<file path="src/rtl/fp_add_pipe_if.sv">
// ============================================================================
// Module      : fp_add_pipe_if
// Description : Operand/result stream bundle for the pipelined FP adder.
// Revision    : 1.0 - initial release
// ============================================================================
`default_nettype none

interface fp_add_pipe_if #(
    parameter int EXP_W = 8,
    parameter int MAN_W = 23
);
    localparam int W = 1 + EXP_W + MAN_W;

    logic         in_valid;
    logic         in_ready;
    logic [W-1:0] in_a;
    logic [W-1:0] in_b;
    logic         in_sub;
    logic         out_valid;
    logic         out_ready;
    logic [W-1:0] out_result;
    logic [3:0]   out_flags;

    modport master (
        output in_valid, in_a, in_b, in_sub, out_ready,
        input  in_ready, out_valid, out_result, out_flags
    );

    modport slave (
        input  in_valid, in_a, in_b, in_sub, out_ready,
        output in_ready, out_valid, out_result, out_flags
    );
endinterface

`default_nettype wire

</file>
<file path="src/rtl/fp_add_pipe.sv">
// ============================================================================
// Module      : fp_add_pipe
// Description : 3-stage IEEE-754-style adder/subtractor, RNE, flush-to-zero.
// Revision    : 1.0 - initial release
// ============================================================================
`default_nettype none

module fp_add_pipe #(
    parameter int EXP_W = 8,
    parameter int MAN_W = 23
) (
    input  wire logic      clk,
    input  wire logic      rst,
    fp_add_pipe_if.slave   bus
);
    localparam int W    = 1 + EXP_W + MAN_W;
    localparam int MW   = MAN_W + 4;
    localparam int EW   = EXP_W + 2;
    localparam int LZ_W = $clog2(MW + 1);
    localparam logic signed [EW-1:0] c_EXP_MAX = EW'((2 ** EXP_W) - 1);
    localparam logic [1:0] c_KIND_NORM = 2'd0;
    localparam logic [1:0] c_KIND_NAN  = 2'd1;
    localparam logic [1:0] c_KIND_INF  = 2'd2;

    // ---------------- S1: unpack, specials, swap, align ----------------
    logic             w_sa, w_sb, w_a_zero, w_b_zero, w_a_big;
    logic             w_nan_a, w_nan_b, w_inf_a, w_inf_b, w_nan, w_inf;
    logic [EXP_W-1:0] w_ea, w_eb, w_exp_l, w_exp_s, w_diff;
    logic [MAN_W:0]   w_ma, w_mb, w_ml, w_ms;
    logic [W-2:0]     w_key_a, w_key_b;
    logic [31:0]      w_shamt;
    logic [2*MW-1:0]  w_wide;
    logic [MW-1:0]    w_aligned;

    assign w_sa     = bus.in_a[W-1];
    assign w_sb     = bus.in_b[W-1] ^ bus.in_sub;
    assign w_ea     = bus.in_a[W-2:MAN_W];
    assign w_eb     = bus.in_b[W-2:MAN_W];
    assign w_a_zero = (w_ea == '0);
    assign w_b_zero = (w_eb == '0);
    assign w_nan_a  = (&w_ea) & (|bus.in_a[MAN_W-1:0]);
    assign w_nan_b  = (&w_eb) & (|bus.in_b[MAN_W-1:0]);
    assign w_inf_a  = (&w_ea) & ~(|bus.in_a[MAN_W-1:0]);
    assign w_inf_b  = (&w_eb) & ~(|bus.in_b[MAN_W-1:0]);
    assign w_nan    = w_nan_a | w_nan_b | (w_inf_a & w_inf_b & (w_sa ^ w_sb));
    assign w_inf    = w_inf_a | w_inf_b;

    // Subnormal inputs are flushed: mantissa and magnitude key forced to zero
    assign w_ma    = w_a_zero ? '0 : {1'b1, bus.in_a[MAN_W-1:0]};
    assign w_mb    = w_b_zero ? '0 : {1'b1, bus.in_b[MAN_W-1:0]};
    assign w_key_a = w_a_zero ? '0 : bus.in_a[W-2:0];
    assign w_key_b = w_b_zero ? '0 : bus.in_b[W-2:0];
    assign w_a_big = (w_key_a >= w_key_b);
    assign w_exp_l = w_a_big ? w_ea : w_eb;
    assign w_exp_s = w_a_big ? w_eb : w_ea;
    assign w_ml    = w_a_big ? w_ma : w_mb;
    assign w_ms    = w_a_big ? w_mb : w_ma;
    assign w_diff  = w_exp_l - w_exp_s;

    // Clamping at MW still pushes every bit into the sticky half
    always_comb begin
        w_shamt = 32'(w_diff);
        if (w_shamt > 32'(MW)) begin
            w_shamt = 32'(MW);
        end
        w_wide = {w_ms, 3'b000, {MW{1'b0}}} >> w_shamt;
    end
    assign w_aligned = {w_wide[2*MW-1:MW+1], w_wide[MW] | (|w_wide[MW-1:0])};

    logic             r1_valid, r1_sign, r1_sub, r1_zero_sign, r1_spec_sign;
    logic [1:0]       r1_kind;
    logic [EXP_W-1:0] r1_exp_l;
    logic [MAN_W:0]   r1_mant_l;
    logic [MW-1:0]    r1_mant_s;

    // ---------------- S2: add/sub, leading-one detect, normalise ----------------
    logic [MW:0]            w_sum;
    logic [LZ_W-1:0]        w_lz;
    logic [MW-1:0]          w_norm;
    logic signed [EW-1:0]   w_exp_n;

    assign w_sum = r1_sub ? ({1'b0, r1_mant_l, 3'b000} - {1'b0, r1_mant_s})
                          : ({1'b0, r1_mant_l, 3'b000} + {1'b0, r1_mant_s});

    always_comb begin
        w_lz = LZ_W'(MW);
        for (int i = 0; i < MW; i++) begin
            if (w_sum[i]) begin
                w_lz = LZ_W'(MW - 1 - i);
            end
        end
    end

    always_comb begin
        if (w_sum[MW]) begin
            w_norm  = {w_sum[MW:2], |w_sum[1:0]};
            w_exp_n = EW'(r1_exp_l) + EW'(1);
        end else begin
            w_norm  = w_sum[MW-1:0] << w_lz;
            w_exp_n = EW'(r1_exp_l) - EW'(w_lz);
        end
    end

    logic                 r2_valid, r2_sign, r2_zero, r2_zero_sign, r2_spec_sign;
    logic [1:0]           r2_kind;
    logic signed [EW-1:0] r2_exp;
    logic [MW-1:0]        r2_mant;

    // ---------------- S3: round, renormalise, pack, exceptions ----------------
    logic                 w_inexact, w_up;
    logic [MAN_W+1:0]     w_rnd;
    logic [MAN_W-1:0]     w_frac;
    logic signed [EW-1:0] w_exp_r;
    logic [W-1:0]         w_res;
    logic [3:0]           w_flags;

    assign w_inexact = |r2_mant[2:0];
    assign w_up      = r2_mant[2] & (r2_mant[1] | r2_mant[0] | r2_mant[3]);
    assign w_rnd     = {1'b0, r2_mant[MW-1:3]} + (MAN_W+2)'(w_up);
    assign w_frac    = w_rnd[MAN_W+1] ? w_rnd[MAN_W:1] : w_rnd[MAN_W-1:0];
    assign w_exp_r   = r2_exp + EW'(w_rnd[MAN_W+1]);

    always_comb begin
        w_res   = {r2_sign, w_exp_r[EXP_W-1:0], w_frac};
        w_flags = {3'b000, w_inexact};
        if (r2_kind == c_KIND_NAN) begin
            w_res   = {1'b0, {EXP_W{1'b1}}, 1'b1, {(MAN_W-1){1'b0}}};
            w_flags = 4'b1000;
        end else if (r2_kind == c_KIND_INF) begin
            w_res   = {r2_spec_sign, {EXP_W{1'b1}}, {MAN_W{1'b0}}};
            w_flags = 4'b0000;
        end else if (r2_zero) begin
            w_res   = {r2_zero_sign, {(W-1){1'b0}}};
            w_flags = 4'b0000;
        end else if (w_exp_r >= c_EXP_MAX) begin
            w_res   = {r2_sign, {EXP_W{1'b1}}, {MAN_W{1'b0}}};
            w_flags = 4'b0101;
        end else if (w_exp_r <= 0) begin
            w_res   = {r2_sign, {(W-1){1'b0}}};
            w_flags = 4'b0011;
        end
    end

    logic         r3_valid;
    logic [W-1:0] r3_result;
    logic [3:0]   r3_flags;
    logic         w_stall;

    assign w_stall        = r3_valid & ~bus.out_ready;
    assign bus.in_ready   = ~w_stall;
    assign bus.out_valid  = r3_valid;
    assign bus.out_result = r3_result;
    assign bus.out_flags  = r3_flags;

    // Whole pipeline advances together; data registers load only behind a valid
    always_ff @(posedge clk) begin
        if (rst) begin
            r1_valid     <= 1'b0;
            r1_sign      <= 1'b0;
            r1_sub       <= 1'b0;
            r1_zero_sign <= 1'b0;
            r1_spec_sign <= 1'b0;
            r1_kind      <= c_KIND_NORM;
            r1_exp_l     <= '0;
            r1_mant_l    <= '0;
            r1_mant_s    <= '0;
            r2_valid     <= 1'b0;
            r2_sign      <= 1'b0;
            r2_zero      <= 1'b0;
            r2_zero_sign <= 1'b0;
            r2_spec_sign <= 1'b0;
            r2_kind      <= c_KIND_NORM;
            r2_exp       <= '0;
            r2_mant      <= '0;
            r3_valid     <= 1'b0;
            r3_result    <= '0;
            r3_flags     <= '0;
        end else if (!w_stall) begin
            r1_valid <= bus.in_valid;
            if (bus.in_valid) begin
                r1_sign      <= w_a_big ? w_sa : w_sb;
                r1_sub       <= w_sa ^ w_sb;
                r1_zero_sign <= w_sa & w_sb;
                r1_spec_sign <= w_inf_a ? w_sa : w_sb;
                r1_kind      <= w_nan ? c_KIND_NAN : (w_inf ? c_KIND_INF : c_KIND_NORM);
                r1_exp_l     <= w_exp_l;
                r1_mant_l    <= w_ml;
                r1_mant_s    <= w_aligned;
            end
            r2_valid <= r1_valid;
            if (r1_valid) begin
                r2_sign      <= r1_sign;
                r2_zero      <= (w_sum == '0);
                r2_zero_sign <= r1_zero_sign;
                r2_spec_sign <= r1_spec_sign;
                r2_kind      <= r1_kind;
                r2_exp       <= w_exp_n;
                r2_mant      <= w_norm;
            end
            r3_valid <= r2_valid;
            if (r2_valid) begin
                r3_result <= w_res;
                r3_flags  <= w_flags;
            end
        end
    end
endmodule

`default_nettype wire
</file>
<file path="src/flat_wrapper.sv">
// flat-port wrapper written by rule: the top's interface ports become plain ports
module fp_add_pipe_flat 
#(
    parameter int EXP_W = 8,
    parameter int MAN_W = 23
)
  (clk, rst, bus_in_valid, bus_in_a, bus_in_b, bus_in_sub, bus_out_ready, bus_in_ready, bus_out_valid, bus_out_result, bus_out_flags);
  fp_add_pipe_if #(.EXP_W(EXP_W), .MAN_W(MAN_W)) bus_i ();
  input  wire logic clk;
  input  wire logic rst;
  input wire logic [$bits(bus_i.in_valid)-1:0] bus_in_valid;
  input wire logic [$bits(bus_i.in_a)-1:0] bus_in_a;
  input wire logic [$bits(bus_i.in_b)-1:0] bus_in_b;
  input wire logic [$bits(bus_i.in_sub)-1:0] bus_in_sub;
  input wire logic [$bits(bus_i.out_ready)-1:0] bus_out_ready;
  output wire logic [$bits(bus_i.in_ready)-1:0] bus_in_ready;
  output wire logic [$bits(bus_i.out_valid)-1:0] bus_out_valid;
  output wire logic [$bits(bus_i.out_result)-1:0] bus_out_result;
  output wire logic [$bits(bus_i.out_flags)-1:0] bus_out_flags;
  assign bus_i.in_valid = bus_in_valid;
  assign bus_i.in_a = bus_in_a;
  assign bus_i.in_b = bus_in_b;
  assign bus_i.in_sub = bus_in_sub;
  assign bus_i.out_ready = bus_out_ready;
  assign bus_in_ready = bus_i.in_ready;
  assign bus_out_valid = bus_i.out_valid;
  assign bus_out_result = bus_i.out_result;
  assign bus_out_flags = bus_i.out_flags;
  fp_add_pipe #(.EXP_W(EXP_W), .MAN_W(MAN_W)) u_core (.clk(clk), .rst(rst), .bus(bus_i));
endmodule
</file>
<file path="config.mk">
export PLATFORM = sky130hd
export DESIGN_NAME = fp_add_pipe_flat
export DESIGN_NICKNAME = d
export VERILOG_FILES = /design/src/rtl/fp_add_pipe_if.sv /design/src/rtl/fp_add_pipe.sv /design/src/flat_wrapper.sv
export SDC_FILE = /design/constraint.sdc
export NUM_CORES = 1
export LEC_CHECK = 0
export ABC_AREA = 1
export BUFFER_PORTS_ARGS = -buffer_cell sky130_fd_sc_hd__buf_4
export CAP_MARGIN = 5
export CORE_ASPECT_RATIO = 1.4
export CORE_MARGIN = 1.5
export CORE_UTILIZATION = 47
export CTS_CLUSTER_DIAMETER = 60
export DETAILED_ROUTE_END_ITERATION = 8
export GPL_TIMING_DRIVEN = 0
export PLACE_DENSITY = 0.62
export SYNTH_ARGS = -nofsm -noshare
export SYNTH_HDL_FRONTEND = slang
export SYNTH_SLANG_ARGS = --single-unit
export TNS_END_PERCENT = 5
</file>
<file path="constraint.sdc">
create_clock -name clk -period 11.5 [get_ports clk]
set_input_delay 1.725 -clock clk [delete_from_list [all_inputs] [get_ports clk]]
set_output_delay 1.725 -clock clk [all_outputs]
set_load 0.02 [all_outputs]
</file>
==> reports/qor.log, run 1 <==
[yosys] post-synth design cell area 14800 µm²
[job] count of max-cap constraint violations 0
[critical_path] Crit Path Category in2reg
[clock_tree] TritonCTS clock tree built
[critical_path] cell type group with the largest total delay on the critical path simple AND/OR/NAND/NOR gates
[power_and_ir_drop] total power per unit cell area 144 nW/µm²
[critical_path] crit-path max cell delay 0.52 ns
[clock_tree] number of hold-repair buffers added at the cts stage 0
[finish] layout net count 2820
[place] input/output buffers 105
[timing] Max Fclk 0.139 GHz
[finish] post-synthesis to final-layout area growth 12.4%
[clock_tree] TritonCTS buffer count 17
[yosys] library cell occupying the most area in the post-synthesis netlist sky130_fd_sc_hd__dfxtp_1
[clock_tree] clock transition at the registers of the reported paths 0.06 ns
[clock_tree] worst-case clock buffer depth 2
[status] violations in the final reports DRC
[yosys] leading register cell type out of synthesis sky130_fd_sc_hd__dfxtp_1
[detailed_routing] DRT iter0 DRCs 1241
[critical_path] reg2reg setup slack 5.75 ns
[finish] most common cell after layout, fill and taps aside sky130_fd_sc_hd__nand2_1
[critical_path] startpoint types primary input
[yosys] Async S/R FF share, synth 0%
[floorplan] effective utilization at floorplan 47.8%
[timing] smallest setup slack after layout 4.30 ns
[power_and_ir_drop] Leak Pwr 8.12 nW
[global_route] wire length of the first global-routing pass 91.5 mm
[place] Post-Place Cells 3029
[detailed_routing] number of nets with antenna violations after routing 0
[floorplan] number of rows in the core area 76
[clock_tree] number of sinks on the clock net 147
[critical_path] Critical Path Most Common Cell sky130_fd_sc_hd__nand2_1
[power_and_ir_drop] post-route total power 2.39 mW
[finish] Final Instance Area 16600 µm²
[finish] number of diodes 0
[finish] share of post-route cells with drive strength above 1 8.69%
[finish] post-route insts no fill 3061
[finish] most frequent cells in the layout sky130_fd_sc_hd__nand2_1, sky130_fd_sc_hd__nand3_1, sky130_fd_sc_hd__inv_1
[detailed_routing] count of vias placed by the detailed router 17753
[timing] minimum hold slack 0.466 ns
[timing] headroom to the max-slew limit 41.0%
[floorplan] Die Area 32500 µm²
[critical_path] critical path data required time 11.83 ns
[floorplan] I/O pin cnt 107
[timing] Fin Setup TNS 0 ns
[timing] RSZ-0062 raised after global routing no
[critical_path] Worst path slowest cell sky130_fd_sc_hd__clkbuf_1
[floorplan] vertical die dimension 213 µm
[clock_tree] clock latency of the later-clocked register in the worst-skew pair 0.45 ns
[clock_tree] number of H-tree branching levels 4
[yosys] post-synthesis cell type count 63
[finish] share of the core filled with cells in the final layout 53.7%
[clock_tree] number of buffers inserted by post-CTS setup repair 0
[yosys] sequential area share after synthesis 19.9%
[detailed_routing] Post-route DRC 2
[yosys] number of enable-type register cells in the synthesized netlist 0
[yosys] Syn Inst Count 2534
[global_route] vias in the first global route 17071
[clock_tree] cts repair resizes 0
[power_and_ir_drop] maximum resistive drop on vdd 111 µV
[yosys] ranking of synthesized cells by area sky130_fd_sc_hd__dfxtp_1, sky130_fd_sc_hd__nand2_1, sky130_fd_sc_hd__nand3_1
[timing] final count of negative-setup-slack endpoints 0
[place] post-place instance area 16100 µm²
[global_route] largest net degree at the start of global routing 17
[timing] time the final worst path needs with I/O delays and setup 7.20 ns
[min_path] Hold Path Class reg2reg
[critical_path] highest net fanout along the worst path 10
[global_route] combined global-route utilization of all metal layers 36.5%
[detailed_routing] post-detailed-route via-to-cell ratio 5.80
[clock_tree] cell chosen for the clock root sky130_fd_sc_hd__clkbuf_16
[timing] Worst Tran Pin Value 0.876 ns
[floorplan] horizontal die dimension 153 µm
[timing] number of max-slew violations in the final report 0
[global_route] overall overflow remaining after global route 0
[critical_path] CP Capture Type flip-flop
[place] worst slack, placed 3.98 ns
[floorplan] Placeable Area 30900 µm²
[detailed_routing] number of iterations in the first detailed-routing pass 8
[status] run status finished with violations
[yosys] YS warnings 0
[yosys] area share of the largest cell type after synthesis 19.9%
[timing] number of hold violations in the final report 0
[critical_path] CP bufs+invs 5
[timing] Period Utilization, post-route 62.6%
[timing] worst clock skew 0.0127 ns
[global_route] antenna violations before repair 0
[detailed_routing] Routed WL 60.3 mm
[yosys] count of state elements after synthesis 147
[place] weighted congestion at the end of routability-driven global placement 0.983
[critical_path] arrival time of the worst setup path 7.54 ns
[yosys] average instance area after synthesis 5.83 µm²
[yosys] number of nets produced by synthesis 2696
[detailed_routing] drt wl/cell 19.7 µm
[place] HPWL Detailed 50.2 mm
==> cells by family after synthesis <==
family	Yosys count	synth area share [%]
buffers and inverters	394	10.9
AO/OA/AOI/OAI	462	17.4
XOR/XNOR	41	2.48
flip-flops	147	19.9
adder cells (fa/ha/maj)	93	7.97
AND/OR/NAND/NOR	1397	41.4
==> layer usage <==
layer | vias up | GRT usage (%) | routed length, µm
met5 | - | 0 | 0
met4 | 0 | 31.5 | 5590
met3 | 235 | 4.34 | 2980
met2 | 689 | 68.8 | 30500
met1 | 8123 | 35.6 | 21200
li1 | 8706 | - | -
==> Yosys cell counts (all sizes together), types with 7 or more instances <==
master	instances
nand2	723
nand3	383
inv	259
a21oi	241
nor2	190
dfxtp	147
o21ai	135
ha	91
clkbuf	78
buf	51
nand4	44
o211ai	37
xor2	37
nor3	21
nor4	14
a31oi	13
nand3b	10
or2	7
==> worst min-delay path, stage by stage, from the launching register on <==
cell,delay (ns)
sky130_fd_sc_hd__dfxtp_1,0.31
sky130_fd_sc_hd__nand2_1,0.06
sky130_fd_sc_hd__a21oi_1,0.05
==> report_power, final <==
group          leakage, nW  internal, mW  switching, mW
clock network        0.272         0.289          0.238
logic                 6.65         0.383          0.897
registers             1.20         0.545         0.0398
total                 8.12          1.22           1.17
==> layout make-up <==
cell class,count,area [µm²]
clock buffers,19,453
clock inverters,13,98.8
flip-flops and latches,147,2940
multi-input cells,1993,10200
fillers,3289,14300
well taps,390,488
repair buffers,105,788
inverters,265,1000
plain buffers,129,607
==> state kept, by name, indices dropped and copies added (netlist names), 2 cells and up <==
signal                 flops
u_core.r1_kind             2
u_core.r2_mant            27
u_core.r1_exp_l            8
u_core.r1_mant_l          24
u_core.bus.out_flags       4
u_core.r2_exp             10
u_core.r1_mant_s          27
u_core.r2_kind             2
u_core.bus.out_result     32
==> path summary, 6_finish.rpt <==
path	start	endpoint	cells after the start
setup / recovery	bus_in_a[27]	u_core.r1_mant_s[0]	40
hold / removal	u_core.bus.out_result[5]	u_core.bus.out_result[5]	2
setup reg to reg	u_core.r1_mant_s[0]	u_core.r2_exp[5]	31
hold reg to reg	u_core.bus.out_result[5]	u_core.bus.out_result[5]	2
Power figures use the tool's default switching activity.
==> run 2: changes to the inputs <==
--- a/config.mk
+++ b/config.mk
@@ -5,7 +5,7 @@
 export SDC_FILE = /design/constraint.sdc
 export NUM_CORES = 1
 export LEC_CHECK = 0
-export ABC_AREA = 1
+export ABC_AREA = 0
 export BUFFER_PORTS_ARGS = -buffer_cell sky130_fd_sc_hd__buf_4
 export CAP_MARGIN = 5
 export CORE_ASPECT_RATIO = 1.4
@@ -14,7 +14,7 @@
 export CTS_CLUSTER_DIAMETER = 60
 export DETAILED_ROUTE_END_ITERATION = 8
 export GPL_TIMING_DRIVEN = 0
-export PLACE_DENSITY = 0.62
+export PLACE_DENSITY = 0.64
 export SYNTH_ARGS = -nofsm -noshare
 export SYNTH_HDL_FRONTEND = slang
 export SYNTH_SLANG_ARGS = --single-unit
==> constraint.sdc (replaced) <==
create_clock -name clk -period 6.32 [get_ports clk]
set_input_delay 0.948 -clock clk [delete_from_list [all_inputs] [get_ports clk]]
set_output_delay 0.948 -clock clk [all_outputs]
set_load 0.02 [all_outputs]
==> reports/qor.log, run 2 <==
[critical_path] arrival time of the worst setup path 7.16 ns [was 7.54 ns]
[detailed_routing] number of iterations in the first detailed-routing pass 9 [was 8]
[min_path] Hold Path Class reg2reg [unchanged]
[global_route] met3 usage 4.42% [was 4.34%]
[floorplan] Placeable Area 30800 µm² [was 30900 µm²]
[clock_tree] clock latency of the later-clocked register in the worst-skew pair 0.45 ns [about the same]
[global_route] GR Layer Usage met1 41.4% [was 35.6%]
[job] count of max-cap constraint violations 0 [unchanged]
[floorplan] effective utilization at floorplan 47.8% [about the same]
[timing] Period Utilization, post-route 108%
[clock_tree] TritonCTS buffer count 17 [unchanged]
[floorplan] vertical die dimension 212 µm [was 213 µm]
[yosys] sequential area share after synthesis 20.0% [was 19.9%]
[yosys] post-synth design cell area 14700 µm² [was 14800 µm²]
[critical_path] crit-path max cell delay 0.66 ns [was 0.52 ns]
[finish] number of flip-flops in the largest register 32 [unchanged]
[yosys] average instance area after synthesis 6.94 µm² [was 5.83 µm²]
[yosys] Async S/R FF share, synth 0% [unchanged]
[yosys] library cell occupying the most area in the post-synthesis netlist sky130_fd_sc_hd__dfxtp_1 [unchanged]
[finish] post-synthesis to final-layout area growth 21.9% [was 12.4%]
[global_route] antenna violations before repair 0 [unchanged]
[yosys] YS warnings 0 [unchanged]
[power_and_ir_drop] Leak Pwr 7.20 nW [was 8.12 nW]
[critical_path] Crit Path Category in2reg [unchanged]
[critical_path] startpoint types primary input [unchanged]
[clock_tree] worst-case clock buffer depth 2 [unchanged]
[timing] number of max-slew violations in the final report 0 [unchanged]
[finish] share of post-route cells with drive strength above 1 16.6% [was 8.69%]
[power_and_ir_drop] total power per unit cell area 245 nW/µm² [was 144 nW/µm²]
[timing] smallest setup slack after layout -0.513 ns [was 4.30 ns]
[timing] worst clock skew 0.0118 ns [was 0.0127 ns]
[global_route] combined global-route utilization of all metal layers 37.9% [was 36.5%]
[place] weighted congestion at the end of routability-driven global placement 1.01 [was 0.983]
[timing] Max Fclk 0.146 GHz
[global_route] wire length of the first global-routing pass 95.2 mm [was 91.5 mm]
[global_route] most utilized layer in the global route result met2 [unchanged]
[timing] Worst Tran Pin Value 1.39 ns [was 0.876 ns]
[finish] number of diodes 0 [unchanged]
[clock_tree] clock transition at the registers of the reported paths 0.07 ns [was 0.06 ns]
[global_route] largest net degree at the start of global routing 17 [unchanged]
[place] worst slack, placed -2.29 ns [was 3.98 ns]
[clock_tree] TritonCTS clock tree built [unchanged]
[yosys] area share of the largest cell type after synthesis 20.0% [was 19.9%]
[timing] number of hold violations in the final report 0 [unchanged]
[floorplan] number of rows in the core area 76 [unchanged]
[global_route] overall overflow remaining after global route 0 [unchanged]
[detailed_routing] count of vias placed by the detailed router 17391 [was 17753]
[clock_tree] cell chosen for the clock root sky130_fd_sc_hd__clkbuf_16 [unchanged]
[floorplan] Die Area 32400 µm² [was 32500 µm²]
[yosys] top cells by instance count after synthesis sky130_fd_sc_hd__nor2_1, sky130_fd_sc_hd__nand2_1, sky130_fd_sc_hd__a21oi_1 [was sky130_fd_sc_hd__nand2_1, sky130_fd_sc_hd__nand3_1, sky130_fd_sc_hd__inv_1]
[place] Post-Place Cells 2614 [was 3029]
[timing] minimum hold slack 0.455 ns [was 0.466 ns]
[yosys] number of enable-type register cells in the synthesized netlist 0 [unchanged]
[finish] most common cell after layout, fill and taps aside sky130_fd_sc_hd__nor2_1 [was sky130_fd_sc_hd__nand2_1]
[clock_tree] number of H-tree branching levels 4 [unchanged]
[status] violations in the final reports setup timing [was DRC]
[yosys] number of nets produced by synthesis 2284 [was 2696]
[power_and_ir_drop] maximum resistive drop on vdd 200 µV [was 111 µV]
[timing] final count of negative-setup-slack endpoints 16 [was 0]
[place] input/output buffers 102 [was 105]
[timing] RSZ-0062 raised after global routing yes [was no]
[timing] time the final worst path needs with I/O delays and setup 6.83 ns
[yosys] post-synthesis cell type count 98 [was 63]
[place] HPWL Detailed 50.7 mm [was 50.2 mm]
[detailed_routing] drt wl/cell 23.7 µm [was 19.7 µm]
[critical_path] CP Capture Type flip-flop [unchanged]
[critical_path] critical path data required time 6.64 ns [was 11.83 ns]
[finish] layout net count 2441 [was 2820]
[yosys] ranking of synthesized cells by area sky130_fd_sc_hd__dfxtp_1, sky130_fd_sc_hd__nor2_1, sky130_fd_sc_hd__ha_1 [was sky130_fd_sc_hd__dfxtp_1, sky130_fd_sc_hd__nand2_1, sky130_fd_sc_hd__nand3_1]
[finish] most frequent cells in the layout sky130_fd_sc_hd__nor2_1, sky130_fd_sc_hd__nand2_1, sky130_fd_sc_hd__a21oi_1 [was sky130_fd_sc_hd__nand2_1, sky130_fd_sc_hd__nand3_1, sky130_fd_sc_hd__inv_1]
[detailed_routing] post-detailed-route via-to-cell ratio 6.48 [was 5.80]
[critical_path] highest net fanout along the worst path 8 [was 10]
[timing] headroom to the max-slew limit 6.14% [was 41.0%]
[detailed_routing] DRT iter0 DRCs 1344 [was 1241]
[global_route] vias in the first global route 16670 [was 17071]
[clock_tree] number of sinks on the clock net 147 [unchanged]
[yosys] count of state elements after synthesis 147 [unchanged]
[yosys] Syn Inst Count 2122 [was 2534]
[power_and_ir_drop] post-route total power 4.40 mW [was 2.39 mW]
[finish] post-route insts no fill 2682 [was 3061]
[detailed_routing] number of nets with antenna violations after routing 0 [unchanged]
[global_route] met2 track utilization from global routing 65.9% [was 68.8%]
[detailed_routing] Post-route DRC 0 [was 2]
[floorplan] I/O pin cnt 107 [unchanged]
[critical_path] Worst path slowest cell sky130_fd_sc_hd__or4_4 [was sky130_fd_sc_hd__clkbuf_1]
[yosys] leading register cell type out of synthesis sky130_fd_sc_hd__dfxtp_1 [unchanged]
[status] run status finished with violations [unchanged]
[floorplan] horizontal die dimension 153 µm [about the same]
[detailed_routing] Routed WL 63.5 mm [was 60.3 mm]
[yosys] top-count cell post-synth sky130_fd_sc_hd__nor2_1 [was sky130_fd_sc_hd__nand2_1]
[timing] Fin Setup TNS -4.47 ns [was 0 ns]
==> run 2: timing repair <==
item | in CTS | in global routing
setup buffers | 29 | 8
setup endpoints to repair | 33 | 39
pin swaps | 49 | 46
resized for setup | 127 | 75
gates cloned | 0 | 1
hold buffers | 0 | 0
==> run 2: worst max-delay path, delay by kind of cell <==
family	cells	cell delay (ns)
AOI/OAI and AO/OA	14	2.72
adders and majority gates	2	0.41
buffers and inverters	4	0.64
and+or+nand+nor	9	2.28
muxes	1	0.11
==> run 2: kinds of logic (layout without fill, tap and decap cells) <==
logic type | Yosys count | count (layout) | synth area share [%]
simple gates | 868 | 868 | 26.7
compound gates | 624 | 624 | 29.4
buf+inv | 248 | 418 | 6.76
flops | 147 | 147 | 20.0
fa+ha+maj | 99 | 99 | 8.41
xor+xnor | 70 | 70 | 4.16
mux | 66 | 66 | 4.65
==> run 2: path summary, 6_finish.rpt <==
kind	startpoint	to	slack, ns	cells past startpoint
setup / recovery	bus_in_b[30]	u_core.r1_mant_s[0]	-0.51	30
hold / removal	u_core.r1_zero_sign	u_core.r2_zero_sign	0.46	2
setup reg to reg	u_core.r1_sub	u_core.r2_exp[7]	0	22
hold reg to reg	u_core.r1_zero_sign	u_core.r2_zero_sign	0.46	2
==> run 2: report_power, final <==
part	switching (mW)	leakage, nW	internal [mW]
sequential	0.0665	1.20	0.986
clock	0.437	0.278	0.565
combinational	1.52	5.72	0.821
==> run 2: cell type report <==
class,instances,area (µm²)
plain buffers,142,786
clock buffers,19,443
clock inverters,13,144
fillers,3016,12900
inverters,105,397
multi-input cells,1727,11700
flip-flops and latches,147,2940
well taps,390,488
repair buffers,139,1090
==> run 2: routing by layer <==
layer	part of all wire [%]	wire length, µm
met5	0	0
met3	6.4	4090
met4	9.2	5870
met2	48	30400
met1	36	23100
==> run 2: stage by stage <==
| stage | util, % | instance area [µm²] |
|---|---|---|
| after floorplan | - | 14900 |
| after global routing | 58.3 | 18000 |
| after CTS | 57.1 | 17600 |
| after detailed placement | 52.4 | 16200 |
| final | 58.3 | 18000 |
| after global placement | 52.4 | 16200 |
